--- config.mk ---
export PLATFORM = sky130hd
export DESIGN_NAME = mem_port_arbiter
export DESIGN_NICKNAME = d
export VERILOG_FILES = /design/src/rtl/mem_arb_pkg.sv /design/src/rtl/mem_arb_picker.sv /design/src/rtl/mem_port_arbiter.sv
export SDC_FILE = /design/constraint.sdc
export NUM_CORES = 1
export LEC_CHECK = 0
export CAP_MARGIN = 20
export CELL_PAD_IN_SITES_DETAIL_PLACEMENT = 1
export CELL_PAD_IN_SITES_GLOBAL_PLACEMENT = 1
export CORE_AREA = 2 2 106 134
export DETAILED_ROUTE_END_ITERATION = 7
export DIE_AREA = 0 0 108 136
export PLACE_DENSITY = 0.77
export SLEW_MARGIN = 5
export SYNTH_ARGS = -nofsm -noshare
export SYNTH_HDL_FRONTEND = slang
export SYNTH_SLANG_ARGS = --single-unit
--- constraint.sdc ---
create_clock -name clk -period 2.15 [get_ports clk]
set_clock_uncertainty 0.1 [all_clocks]
set_input_delay 0.215 -clock clk [delete_from_list [all_inputs] [get_ports clk]]
set_output_delay 0.215 -clock clk [all_outputs]
set_load 0.01 [all_outputs]
--- src/rtl/mem_arb_pkg.sv ---
// Shared types and widths for the unified memory port arbiter.
package mem_arb_pkg;

  typedef enum logic {ST_IDLE = 1'b0, ST_WAIT = 1'b1} state_e;
  typedef enum logic {OWN_I = 1'b0, OWN_D = 1'b1} own_e;

  localparam int CNT_W    = 3;
  localparam int STREAK_W = 4;

endpackage

--- src/rtl/mem_arb_picker.sv ---
// Winner selection between fetch and data requesters: data first, but fetch
// is forced through once data has won STARVE_MAX times in a row over it.
module mem_arb_picker
  import mem_arb_pkg::*;
#(
  parameter int STARVE_MAX = 4
) (
  input  logic                i_req,
  input  logic                d_req,
  input  logic [STREAK_W-1:0] streak,
  output logic                grant_i,
  output logic                grant_d,
  output logic [STREAK_W-1:0] streak_next
);

  always_comb begin
    grant_i     = 1'b0;
    grant_d     = 1'b0;
    streak_next = streak;
    if (i_req && d_req) begin
      if (streak == STREAK_W'(STARVE_MAX)) grant_i = 1'b1;
      else                                 grant_d = 1'b1;
    end else if (i_req) begin
      grant_i = 1'b1;
    end else if (d_req) begin
      grant_d = 1'b1;
    end

    // Streak only counts data wins that actually made fetch wait.
    if (grant_i)      streak_next = '0;
    else if (grant_d) streak_next = i_req ? streak + STREAK_W'(1) : '0;
  end

endmodule

--- src/rtl/mem_port_arbiter.sv ---
// Shares one memory port between instruction fetch and load/store; one
// transaction in flight, fixed MEM_LAT response latency.
module mem_port_arbiter
  import mem_arb_pkg::*;
#(
  parameter int AW         = 32,
  parameter int DW         = 32,
  parameter int MEM_LAT    = 2,
  parameter int STARVE_MAX = 4
) (
  input  logic          clk,
  input  logic          reset,
  input  logic          i_req,
  input  logic [AW-1:0] i_addr,
  output logic          i_ready,
  output logic          i_rvalid,
  output logic [DW-1:0] i_rdata,
  input  logic          d_req,
  input  logic          d_we,
  input  logic [AW-1:0] d_addr,
  input  logic [DW-1:0] d_wdata,
  output logic          d_ready,
  output logic          d_rvalid,
  output logic [DW-1:0] d_rdata,
  output logic          m_en,
  output logic          m_we,
  output logic [AW-1:0] m_addr,
  output logic [DW-1:0] m_wdata,
  input  logic [DW-1:0] m_rdata,
  output logic          busy
);

  state_e              state_q;
  own_e                own_q;
  logic                we_q;
  logic [CNT_W-1:0]    cnt_q;
  logic [STREAK_W-1:0] streak_q;
  logic [STREAK_W-1:0] streak_d;

  logic pick_i;
  logic pick_d;
  logic grant_slot;
  logic complete;

  mem_arb_picker #(
    .STARVE_MAX(STARVE_MAX)
  ) u_picker (
    .i_req      (i_req),
    .d_req      (d_req),
    .streak     (streak_q),
    .grant_i    (pick_i),
    .grant_d    (pick_d),
    .streak_next(streak_d)
  );

  // The completion cycle doubles as a grant slot so back-to-back accesses
  // run at one per MEM_LAT cycles.
  assign complete   = (state_q == ST_WAIT) && (cnt_q == CNT_W'(1));
  assign grant_slot = (state_q == ST_IDLE) || complete;

  assign i_ready  = grant_slot && pick_i;
  assign d_ready  = grant_slot && pick_d;
  assign m_en     = i_ready || d_ready;
  assign m_we     = d_ready && d_we;
  assign m_addr   = d_ready ? d_addr : (i_ready ? i_addr : '0);
  assign m_wdata  = d_ready ? d_wdata : '0;

  assign i_rvalid = complete && (own_q == OWN_I);
  assign d_rvalid = complete && (own_q == OWN_D);
  assign i_rdata  = m_rdata;
  assign d_rdata  = we_q ? '0 : m_rdata;
  assign busy     = (state_q == ST_WAIT);

  always_ff @(posedge clk or negedge reset) begin
    if (!reset) begin
      state_q  <= ST_IDLE;
      cnt_q    <= '0;
      own_q    <= OWN_I;
      we_q     <= 1'b0;
      streak_q <= '0;
    end else if (grant_slot) begin
      if (m_en) begin
        state_q  <= ST_WAIT;
        cnt_q    <= CNT_W'(MEM_LAT);
        own_q    <= d_ready ? OWN_D : OWN_I;
        we_q     <= m_we;
        streak_q <= streak_d;
      end else begin
        state_q <= ST_IDLE;
        cnt_q   <= '0;
      end
    end else begin
      cnt_q <= cnt_q - CNT_W'(1);
    end
  end

endmodule

* After elaboration in Yosys (flattened, before gate mapping)
Index checks and enable logic that the tools add are counted.
** Cells by class
- Add/sub/neg operators :: 2
- Eq/ne operators :: 2
- Mux-type cells :: 18
- Bitwise operators :: 2
- Reduce and logical (&&, ||, !) cells :: 12
** Operators by type and width (count)
- two-way mux 32 bit :: 4
- two-way mux 4 bit :: 3
- two-way mux 1 bit :: 9
- logical AND 1 bit :: 7
- adder 4 x 1 -> 4 bit, second input constant :: 1
- equality test 4 x 3 -> 1 bit, second input constant :: 1
- equality test 3 x 1 -> 1 bit, second input constant :: 1
- two-way mux 3 bit :: 1
- AND reduction 3 bit :: 1
- subtractor 3 x 1 -> 3 bit, second input constant :: 1
- logical OR 1 bit :: 2
- two-way mux 2 bit :: 1
- NOT 1 bit :: 2
- AND reduction 2 bit :: 1
- nonzero test 2 bit :: 1
** Storage, ports and cells
- Flip-flop bits (word level) :: 10
- Input bits :: 133
- Output and inout port bits :: 135
- Word-level logic and storage cells :: 41

* Logic depth before layout (Yosys ltp)
- Word-level depth :: 7
- Gate-level depth with buffers :: 7
- Mapped depth without buffers :: 5

* Cells and area by module
A second synthesis with hierarchy kept.
** Second synthesis, totals
- Cell total of the unflattened synthesis :: 202
- Area total of the unflattened synthesis :: 1686.6 um^2
** By module, submodules not included
- mem_port_arbiter :: instances 1, cells each 181, area each 1535.2 um^2, sequential area each 250.2 um^2
- mem_arb_picker :: instances 1, cells each 21, area each 151.4 um^2, sequential area each 0.0 um^2

* Worst setup path before layout
No wires, ideal clock.
- Path kind :: reg-to-output
- Start :: register streak_q[0]
- End :: output m_wdata[22]
- Arrival time :: 1488 ps
- Data required time :: 1835 ps
- Setup slack :: 347 ps
- Cell stages (with the launch flop) :: 7
- Buffers on the path :: 1
- Path through :: dfrtp_1 -> inv_1 -> ha_1 -> and4b_4 -> a211oi_4 -> buf_6 -> and2_1
** Between the ends
- Longest elaborated chain between the ends :: 5
** Ends and longest elaborated chain
- from (decl) :: line mem_port_arbiter.sv:37 : logic [STREAK_W-1:0] streak_q;
- from (signal assigned) :: line mem_port_arbiter.sv:87 : streak_q <= streak_d;
- equality test 4 x 3 -> 1 bit :: line mem_arb_picker.sv:21 : if (streak == STREAK_W'(STARVE_MAX)) grant_i = 1'b1;
- two-way mux 1 bit :: line mem_arb_picker.sv:21
- two-way mux 1 bit :: line mem_arb_picker.sv:20 : if (i_req && d_req) begin
- logical AND 1 bit :: line mem_port_arbiter.sv:62 : assign d_ready = grant_slot && pick_d;
- named net d_ready :: line mem_port_arbiter.sv:22 : output logic d_ready,
- two-way mux 32 bit :: line mem_port_arbiter.sv:66 : assign m_wdata = d_ready ? d_wdata : '0;
- to (decl) :: line mem_port_arbiter.sv:28 : output logic [DW-1:0] m_wdata,
The timed path passes the listed nets, and every way through them passes these cells.

* Final worst setup path
- Start :: register streak_q[0]
- End :: output m_wdata[12]
** Between the ends
- Longest elaborated chain between the ends :: 5
** Ends and longest elaborated chain (line)
- equality test 4 x 3 -> 1 bit :: mem_arb_picker.sv:21
- two-way mux 1 bit :: mem_arb_picker.sv:21
- two-way mux 1 bit :: mem_arb_picker.sv:20
- logical AND 1 bit :: mem_port_arbiter.sv:62
- two-way mux 32 bit :: mem_port_arbiter.sv:66
Every way passes these cells.

==> metrics.md <==
| Metric | Value |
|---|---|
| Initial core utilization | 14.6% |
| Fmax | 471 MHz |
| Kind of critical path | reg2out |
| Core Rows | 48 |
| Post-synth ARST share | 100% |
| Library cells used by synthesis | 36 |
| Seq/Total Area, Yosys | 12.7% |
| DP Cell Count | 650 |
| Antenna Cells | 0 |
| Pwr/cell area | 725 mW/mm² |
| Register area | 251 µm² |
| Vias in the first global route | 3061 |
| Worst-path clk slew | 40 ps |
| Slew margin rel. | 64.9% |
| Die Wd | 108 µm |
| GR Util met3 | 3.40% |
| Final hold vios | 0 |
| Slew Limit Fails | 0 |
| Tmin final | 2120 ps |
| Final-report setup violation count | 0 |
| CP endpoint kind | output pin |
| Pre-CTS WS | -226 ps |
| Critical Path AT | 1810 ps |
| Layout area overhead | 151% |
| Via/cell ratio | 4.26 |
| Reg2Reg Setup Slack | 570 ps |
| Critical R2R Launch | cnt_q[1] |
| DRT Pass-1 Iters | 4 |
| Drt first-iter violations | 92 |
| Net Count, Synth | 377 |
| Routability cong. | 0.784 |
| RSZ-0062 raised after global routing | yes |
| Worst Path Required | 1840 ps |
| Boundary pin count | 268 |
| Internal Power | 2.18 mW |
| Synth Register Bits | 10 |
| Latest clock arrival within the worst-skew pair | 240 ps |
| Status | finished, final reports clean |
| # DRC | 0 |
| PortBufs | 267 |
| # clock sinks | 10 |
| Die ar. | 0.0147 mm² |
| Final-layout fill cell count | 1582 |
| Top Usage Layer GRT | met2 |
| Final WS setup | 28.6 ps |
| Synthesized cell area | 0.00197 mm² |
| Sw Share | 39.0% |
| Design Power | 3.58 mW |
| Reg2reg path depth | 6 |
| Detailed placer's ending HPWL | 8990 µm |
| CTS Hold Bufs | 0 |
| Largest net degree at the start of global routing | 34 |
| Fraction of layout cells with a size suffix above 1 | 28.9% |
| Max IR drop VDD | 0.370 mV |
| Synth Flop Type | dfrtp_1 |
| Least-Margin Pin Slew | 525 ps |
| Multi-input logic area | 0.00140 mm² |
| FF-to-FF End | streak_q[3] |
| Period Utilization, post-route | 98.7% |
| Mean Syn Cell Area | 8.21 µm² |
| Non-Filler Instances | 669 |
| Root Buffer | clkbuf_16 |
| Clock tree from TritonCTS | yes |
| Post-detailed-route wirelength per cell | 17.5 µm |
| M1 GR Usage | 14.7% |
| CTS Buf Count | 3 |
| CTS max path bufs | 2 |
| Final wirelength | 11700 µm |
| Leakage power | 2.15 nW |
| Tot GR Track Use | 14.9% |
| Post-route ant nets | 0 |
| CP startpoint kind | flop |
| Max-cap violations | 0 |
| Switching power | 1.40 mW |
| Number of flops mapped to enable cells by yosys | 0 |
| Combinational power share | 80.1% |
| Met2 Resource Use GR | 30.3% |
| Worst hold path type | in2async |
| Nets | 632 |
| Via count | 2848 |
| Total global routing overflow | 0 |
| Core Area | 0.0135 mm² |
| CTS H-Tree Depth | 1 |
| First-pass GRT wire length | 17000 µm |
| Die H | 136 µm |
| Sequential share of power | 9.3% |
| Initial antenna violation count | 0 |
| Clock network power share | 10.6% |
| Mapped Cells | 240 |
| Max FO, Critical Path | 8 |
| Synth Warn # | 0 |
area by class of cell:
cell class | count | share of cell area, %
Clock buffer | 4 | 1.80
Inverter | 6 | 0.457
Multi-Input combinational cell | 168 | 28.5
Sequential cell | 10 | 5.10
Tap cell | 175 | 4.44
Timing Repair Buffer | 306 | 59.8
critical path, stage by stage (launching register included):
cell and delay (ps):
dfrtp_1 360, inv_2 60, ha_4 170, and4b_4 210
a211oi_4 210, buf_6 170, clkbuf_16 150, and2_4 140
buf_6 90
synthesized netlist by cell type, drive strengths merged (3+ instances only):
cell     n  share of area [%]
inv      6                1.1
buf     46                 18
ha       4                2.5
nand3b   3                1.3
clkbuf  10                1.9
nor2     4               0.89
a32o    35                 18
nor2b   32                 10
nand2    3               0.57
dfrtp   10                 13
and2    33                 10
a21boi  33                 13
and3     4                1.3
kinds of logic after synthesis:
family          synth area share [%]
buf+inv                         20.8
mux                            0.508
simple gates                    28.1
compound gates                  34.4
fa+ha+maj                       2.54
flops                           12.7
xor+xnor                       0.890
flip-flops by register name (all words and copies together), names as in the netlist:
signal    count
own_q         1
cnt_q         3
busy          1
streak_q      4
we_q          1
layer usage:
layer / routed length [µm] / share of wire (%)
met3: 1150 / 9.8
met1: 3910 / 34
met5: 0 / 0
met4: 193 / 1.7
met2: 6420 / 55
cell usage in the layout, fill, tap and decap left out, types with 2 or more instances in the layout:
master	n
clkdlybuf4s50_1	198
buf_2	43
a32o_1	33
nor2b_1	32
a21boi_0	25
buf_4	23
buf_6	21
and2_4	17
and2_1	16
dfrtp_1	9
a21boi_1	7
buf_12	7
clkbuf_16	6
clkbuf_2	6
and3_1	4
inv_2	3
inv_1	3
nor2_1	3
a32o_2	2
nand2_1	2
nand3b_1	2
ha_4	2
ha_1	2
worst max-delay path by stage:
stage,start,end,slack [ps],cells past startpoint
after global placement,i_req,m_wdata[9],-170,6
after global routing,streak_q[1],m_wdata[12],-40,8
final,streak_q[0],m_wdata[12],30,8
after floorplan,streak_q[0],m_wdata[22],350,6
after CTS,streak_q[1],m_addr[31],-40,9
after detailed placement,i_req,m_wdata[17],-230,6
what timing repair did:
item                       in CTS  in global routing
setup buffers                   9                  2
pin swaps                       3                 16
gates cloned                    4                  3
setup endpoints to repair      69                 55
gates resized for setup       277                 57
power groups by stage:
stage	sequential [mW]	combinational, mW	clock, mW
6_report	0.333	2.86	0.381
4_1_cts	0.334	2.76	0.380
3_5_place_dp	0.321	2.66	0
3_3_place_gp	0.318	2.60	0
5_1_grt	0.345	3.11	0.399
2_1_floorplan	0.326	1.19	0
per-stage QoR:
stage	setup TNS (ps)	area [µm²]	hold slack [ps]	utilization, %
after CTS	-41.9	4790	237	35.4
final	0	4930	221	36.5
after global routing	-387	4930	243	36.5
after floorplan	0	1970	-181	-
after detailed placement	-10330	4730	382	35.0
after global placement	-8570	4730	380	35.0
No activity file was read; power rests on OpenSTA's default activity.
